File: src/rtl/fft_frame_scheduler.sv
// Schedules overlapped FFT analysis frames out of the audio sample ring buffer
// and streams the first-stage butterfly read-address pairs over valid/ready.
module fft_frame_scheduler #(
    parameter int unsigned AW        = 7,
    parameter int unsigned FRAME_LEN = 32,
    parameter int unsigned HOP       = 12
) (
    input  logic          i_mclk,
    input  logic          i_rst_n,
    input  logic          i_enable,
    input  logic          i_sample_en,
    output logic [AW-1:0] o_wr_ptr,
    output logic [AW-1:0] o_rd_addr_pre,
    output logic [AW-1:0] o_rd_addr_next,
    output logic          o_pair_valid,
    input  logic          i_pair_ready,
    output logic          o_pair_first,
    output logic          o_pair_last,
    output logic          o_busy,
    output logic [7:0]    o_overrun_cnt
);

    localparam int unsigned HALF = FRAME_LEN / 2;
    localparam int unsigned KW   = (HALF > 1) ? $clog2(HALF) : 1;
    localparam int unsigned FW   = $clog2(FRAME_LEN + 1);
    localparam int unsigned HW   = (HOP > 1) ? $clog2(HOP) : 1;

    typedef enum logic {
        S_IDLE  = 1'b0,
        S_ISSUE = 1'b1
    } state_t;

    state_t        r_state, w_state_nxt;
    logic [AW-1:0] r_wr_ptr;
    logic [FW-1:0] r_fill;
    logic [HW-1:0] r_hop_cnt;
    logic [KW-1:0] r_k, w_k_nxt;
    logic [AW-1:0] r_base, w_base_nxt;
    logic          r_pend, w_pend_nxt;
    logic [AW-1:0] r_pend_base, w_pend_base_nxt;
    logic [7:0]    r_overrun, w_overrun_nxt;
    logic [AW-1:0] r_rd_pre, r_rd_next;

    logic          w_accept;
    logic [FW-1:0] w_fill_inc;
    logic          w_trig;
    logic [AW-1:0] w_trig_base;
    logic          w_pair_acc;
    logic          w_done;
    logic          w_pend_eff;

    assign w_accept    = i_sample_en & i_enable;
    assign w_fill_inc  = (r_fill == FW'(FRAME_LEN)) ? r_fill : r_fill + FW'(1);
    assign w_trig      = w_accept && (r_hop_cnt == HW'(HOP - 1)) && (w_fill_inc == FW'(FRAME_LEN));
    assign w_trig_base = r_wr_ptr - AW'(FRAME_LEN - 1);
    assign w_pair_acc  = (r_state == S_ISSUE) && i_pair_ready;
    assign w_done      = w_pair_acc && (r_k == KW'(HALF - 1));
    // A disabled block forgets any queued frame, so it never chains into it.
    assign w_pend_eff  = r_pend & i_enable;

    // Sample-side bookkeeping: write pointer, fill level, hop phase.
    always_ff @(posedge i_mclk or negedge i_rst_n) begin
        if (!i_rst_n) begin
            r_wr_ptr  <= '0;
            r_fill    <= '0;
            r_hop_cnt <= '0;
        end else begin
            if (w_accept) begin
                r_wr_ptr <= r_wr_ptr + AW'(1);
            end
            if (!i_enable) begin
                r_fill    <= '0;
                r_hop_cnt <= '0;
            end else if (w_accept) begin
                r_fill    <= w_fill_inc;
                r_hop_cnt <= (r_hop_cnt == HW'(HOP - 1)) ? '0 : r_hop_cnt + HW'(1);
            end
        end
    end

    // State register plus registered address outputs.
    always_ff @(posedge i_mclk or negedge i_rst_n) begin
        if (!i_rst_n) begin
            r_state     <= S_IDLE;
            r_k         <= '0;
            r_base      <= '0;
            r_pend      <= 1'b0;
            r_pend_base <= '0;
            r_overrun   <= '0;
            r_rd_pre    <= '0;
            r_rd_next   <= '0;
        end else begin
            r_state     <= w_state_nxt;
            r_k         <= w_k_nxt;
            r_base      <= w_base_nxt;
            r_pend      <= w_pend_nxt;
            r_pend_base <= w_pend_base_nxt;
            r_overrun   <= w_overrun_nxt;
            if (w_state_nxt == S_ISSUE) begin
                r_rd_pre  <= w_base_nxt + AW'(w_k_nxt);
                r_rd_next <= w_base_nxt + AW'(w_k_nxt) + AW'(HALF);
            end
        end
    end

    // Next-state: frame launch, pair advance, pending slot and overrun tracking.
    always_comb begin
        w_state_nxt     = r_state;
        w_k_nxt         = r_k;
        w_base_nxt      = r_base;
        w_pend_nxt      = w_pend_eff;
        w_pend_base_nxt = r_pend_base;
        w_overrun_nxt   = r_overrun;
        case (r_state)
            S_IDLE: begin
                if (w_trig) begin
                    w_state_nxt = S_ISSUE;
                    w_k_nxt     = '0;
                    w_base_nxt  = w_trig_base;
                end
            end
            S_ISSUE: begin
                if (w_pair_acc) begin
                    w_k_nxt = r_k + KW'(1);
                end
                if (w_done) begin
                    w_k_nxt = '0;
                    if (w_pend_eff) begin
                        // Slot drains into the next frame; a same-cycle trigger refills it.
                        w_base_nxt = r_pend_base;
                        w_pend_nxt = w_trig;
                        if (w_trig) begin
                            w_pend_base_nxt = w_trig_base;
                        end
                    end else if (w_trig) begin
                        w_base_nxt = w_trig_base;
                    end else begin
                        w_state_nxt = S_IDLE;
                    end
                end else if (w_trig) begin
                    if (w_pend_eff && (r_overrun != 8'hFF)) begin
                        w_overrun_nxt = r_overrun + 8'd1;
                    end
                    w_pend_nxt      = 1'b1;
                    w_pend_base_nxt = w_trig_base;
                end
            end
            default: w_state_nxt = S_IDLE;
        endcase
    end

    assign o_wr_ptr       = r_wr_ptr;
    assign o_rd_addr_pre  = r_rd_pre;
    assign o_rd_addr_next = r_rd_next;
    assign o_pair_valid   = (r_state == S_ISSUE);
    assign o_busy         = (r_state == S_ISSUE);
    assign o_overrun_cnt  = r_overrun;
    assign o_pair_first   = (r_state == S_ISSUE) && (r_k == KW'(0));
    assign o_pair_last    = (r_state == S_ISSUE) && (r_k == KW'(HALF - 1));

endmodule

File: config.mk
export PLATFORM = sky130hd
export DESIGN_NAME = fft_frame_scheduler
export DESIGN_NICKNAME = d
export VERILOG_FILES = /design/src/rtl/fft_frame_scheduler.sv
export SDC_FILE = /design/constraint.sdc
export NUM_CORES = 1
export LEC_CHECK = 0
export BUFFER_PORTS_ARGS = -buffer_cell sky130_fd_sc_hd__buf_2
export CORE_UTILIZATION = 40
export CTS_BUF_LIST = sky130_fd_sc_hd__clkbuf_8
export DETAILED_ROUTE_END_ITERATION = 10
export HOLD_SLACK_MARGIN = 0.15
export SLEW_MARGIN = 20
export SYNTH_ARGS = -nofsm -noshare
export SYNTH_HDL_FRONTEND = slang
export SYNTH_SLANG_ARGS = --single-unit
File: constraint.sdc
create_clock -name i_mclk -period 4.8 [get_ports i_mclk]
set_input_delay 0.72 -clock i_mclk [delete_from_list [all_inputs] [get_ports i_mclk]]
set_output_delay 0.72 -clock i_mclk [all_outputs]
set_load 0.05 [all_outputs]
==> results.py <==
metrics = {
    "status": {
        "outcome": "finished clean",
    },
    "layout": {
        "fin_area_sq_um": 3390,
        "utilization_pct": 45.99,
        "drive_gt1_share_pct": 18.75,
        "antenna_cells": 0,
        "nets": 353,
        "syn_to_final_growth_pct": 9.146,
        "finalNonFillerCells": 435,
    },
    "synthesis": {
        "synth.distinct_cells": 54,
        "synth.area.top_cells": "dfrtp_1 44%, xnor2_1 5.4%, ha_1 4.8%, nand2_1 4.4%, mux2_2 3.6%",
        "synthMostInstantiatedCell": "dfrtp_1",
        "synth_fa_ha_area_share_pct": 5.479,
        "yosys.area.top_type": "dfrtp_1",
        "yosysSeqAreaShare_pct": 44.32,
        "synth_area_sq_um": 3105,
        "async_flop_share_pct": 100.0,
        "avgSynthCellArea_sq_um": 10.12,
        "synth_warnings": 0,
        "syn-num-nets": 325,
        "synth_top_area_share_pct": 44.32,
        "synth.area.mux_share_pct": 4.915,
        "yosys_register_bits": 55,
        "synth_compound_area_share_pct": 12.37,
        "syn_inst": 307,
        "synthXorXnorAreaFrac_pct": 8.904,
        "synth_top_family_by_area": "simple AND/OR/NAND/NOR gates",
        "synth_edf_count": 0,
        "synth-simple-area-share_pct": 19.14,
        "synthFlopType": "dfrtp_1",
        "synthTopCellsByCount": "55 x dfrtp_1, 36 x nand2_1, 24 x nor2_1, 19 x xnor2_1, 16 x o21ai_0",
    },
    "worst_setup_path": {
        "timing.rr.end": "o_rd_addr_next[6]$_DFFE_PN0P_",
        "critPathArrivalTime_ns": 4.68,
        "path_delay_family": "compound AO/OA/AOI/OAI gates",
        "critPathSlowestCell": "dfrtp_1",
        "cp_cell_sequence": "inv_1, ha_1, nand4b_1, a311oi_1, o2bb2ai_1, or2_1, a21boi_1, nor2_1, nor2_1, ha_1, a21o_1, a21oi_1, nor2b_1, o21ai_0, xnor2_1, ha_1, xnor3_1, a21oi_1",
        "rr_worst_depth": 18,
        "critPathCaptureType": "flip-flop",
        "path_max_fanout": 9,
        "start_kind": "flip-flop",
        "cp_slowest_stage_delay_ns": 0.52,
        "crit_type": "flip-flop to flip-flop",
        "crit_required_ns": 5.03,
        "worst-path-buf-inv": 1,
        "r2r_start": "r_fill[0]$_DFFE_PN0P_",
        "cp_common_cell": "ha_1",
        "timing.reg2reg.setup_slack_ns": 0.35,
    },
    "min_path": {
        "min_to": "o_overrun_cnt[5]$_DFFE_PN0P_",
        "hold_path_class": "flip-flop to flip-flop",
        "min_from": "o_overrun_cnt[5]$_DFFE_PN0P_",
        "min_path_cells": 1,
    },
    "sta": {
        "setup_violations": 0,
        "fmax_mhz": 224.6,
        "worstMarginPinSlew_ns": 0.7009,
        "rsz0062_at_grt": "no",
        "finClkSkew_ns": 0.01173,
        "hold_violations": 0,
        "period_share_pct": 92.76,
        "fin_crit_ns": 4.452,
        "fin_tns_setup_ns": 0,
        "slew_headroom_pct": 53.27,
        "drv_slew": 0,
    },
    "route": {
        "wl_per_cell_um": 13.76,
        "wl_mm": 5.985,
        "drtIter0Drc": 80,
        "drc": 0,
        "via_per_inst": 5.083,
        "firstDrtPassIters": 4,
        "ant_nets": 0,
        "vias": 2211,
    },
    "cts": {
        "root_buffer": "clkbuf_8",
        "clk_path_buf_depth": 2,
        "htreeDepth": 2,
        "worstSkewPairLatency_ns": 0.30,
        "cts_tree": "yes",
        "cts_sinks": 55,
        "numCtsBuffers": 5,
        "path_clk_slew_ns": 0.10,
    },
    "floorplan": {
        "initial_core_util_pct": 42.14,
        "dieWidth_um": 90.11,
        "die-area_sq_um": 8120,
        "dieHeight_um": 90.11,
        "io_pins": 38,
        "num_rows": 31,
        "core_sq_um": 7370,
    },
    "power": {
        "power_uw": 1503,
        "pwr-share-comb_pct": 42.2,
        "p_sw_uw": 683.5,
        "pwr-share-seq_pct": 41.7,
        "cellPowerDensity_nw_per_um2": 443.3,
        "peakVddDrop_mv": 0.3763,
        "switching_share_pct": 45.49,
        "clkPwrFrac_pct": 16.1,
        "p_int_uw": 819.1,
        "power.leakage_uw": 0.001606,
    },
    "grt": {
        "grt.busiest_layer": "met1",
        "antenna_found_initial": 0,
        "use_met1_pct": 23.86,
        "met2_usage_pct": 22.84,
        "grt_max_degree": 56,
        "gr-total-overflow": 0,
        "met3_usage_pct": 2.792,
        "grt_pass1_vias": 2092,
        "grt_usage_pct": 15.65,
        "grt_pass1_wl_mm": 10.38,
    },
    "placed_design": {
        "placed_cell_area_sq_um": 3308,
        "hpwl_mm": 4.377,
        "placedCellCount": 427,
        "portBuffers": 37,
        "place.gp.congestion": 0.8460,
    },
    "flow_run": {
        "drv_cap": 0,
    },
}
-- layout by cell type, fill, tap and decap left out, drive strengths merged, types with 3 or more instances in the layout --
master / netlist / layout
xnor2: 19 / 19
and2: 6 / 6
nand3: 10 / 10
buf: 10 / 38
a211oi: 4 / 4
o21ai: 17 / 17
nor3: 7 / 7
clkbuf: 7 / 5
nand2: 37 / 37
a21oi: 10 / 10
nor2b: 5 / 5
dfrtp: 55 / 55
mux2i: 4 / 4
o31ai: 3 / 3
inv: 10 / 12
nor2: 24 / 24
and3: 6 / 6
a21boi: 6 / 6
mux2: 10 / 10
nand4: 6 / 6
xor2: 10 / 10
ha: 12 / 12
-- state kept, by name (all words and copies together), names as in the netlist --
name,flops
r_hop_cnt,4
r_base,7
o_rd_addr_next,3
o_wr_ptr,7
r_pend,1
r_pend_base,7
r_fill,6
o_busy,1
r_k,4
o_overrun_cnt,8
o_rd_addr_pre,7
-- worst max-delay path by stage --
stage | start | slack, ns | end | cells past startpoint
after floorplan | r_fill[0]$_DFFE_PN0P_ | 0.82 | o_rd_addr_next[6]$_DFFE_PN0P_ | 20
after global placement | i_enable | 0.38 | o_rd_addr_next[6]$_DFFE_PN0P_ | 17
after detailed placement | r_fill[0]$_DFFE_PN0P_ | 0.23 | o_rd_addr_next[6]$_DFFE_PN0P_ | 18
after CTS | r_fill[0]$_DFFE_PN0P_ | 0.21 | o_rd_addr_next[6]$_DFFE_PN0P_ | 18
after global routing | r_fill[0]$_DFFE_PN0P_ | 0.04 | o_rd_addr_next[6]$_DFFE_PN0P_ | 18
final | r_fill[0]$_DFFE_PN0P_ | 0.35 | o_rd_addr_next[6]$_DFFE_PN0P_ | 18
-- metrics by stage --
stage               hold WS, ns  worst slack [ns]
floorplan                0.4244            0.8167
global placement         0.4668            0.3792
detailed placement       0.4794            0.2300
CTS                      0.5019            0.2060
global route             0.5228           0.03941
finish                   0.4928            0.3477
-- cells by family (layout without fill, tap and decap cells) --
group,after synthesis,count (layout)
simple gates,114,114
flops,55,55
compound gates,54,54
xor+xnor,30,30
buf+inv,27,56
mux,14,14
fa+ha+maj,13,13
-- layer usage --
metal  routed length [um]  part of all wire (%)
met1                 3184                    53
met2                 2544                    43
met3                  213                   3.6
met4                   43                  0.72
met5                    0                     0
-- what timing repair did --
item	4_1_cts	5_1_grt
setup buffers	0	0
endpoints found under the setup margin	0	1
gates resized for setup	0	1
hold endpoints to repair	0	0
hold buffers	0	0
-- worst register-to-register path: stages (launching register included) --
cell,delay [ns]
dfrtp_1,0.52
inv_1,0.10
ha_1,0.34
nand4b_1,0.18
a311oi_1,0.25
o2bb2ai_1,0.15
or2_1,0.37
a21boi_1,0.37
nor2_1,0.07
nor2_1,0.25
ha_1,0.28
a21o_1,0.17
a21oi_1,0.22
nor2b_1,0.07
o21ai_0,0.20
xnor2_1,0.18
ha_1,0.18
xnor3_1,0.37
a21oi_1,0.14
-- power groups by stage --
stage,combinational [uW],sequential [uW],clock (uW)
6_report,633,627,242
4_1_cts,638,627,254
2_1_floorplan,318,816,0
3_5_place_dp,634,636,0
5_1_grt,678,641,271
3_3_place_gp,633,634,0
-- layout make-up --
class	count	area [sq um]
Fill cell	734	3980
Tap cell	99	123.9
Timing Repair Buffer	38	192.7
Clock inverter	3	12.51
Clock buffer	5	68.82
Sequential cell	55	1376
Multi-Input combinational cell	225	1578
Inverter	10	37.54
(Power assumes the default switching activity.)
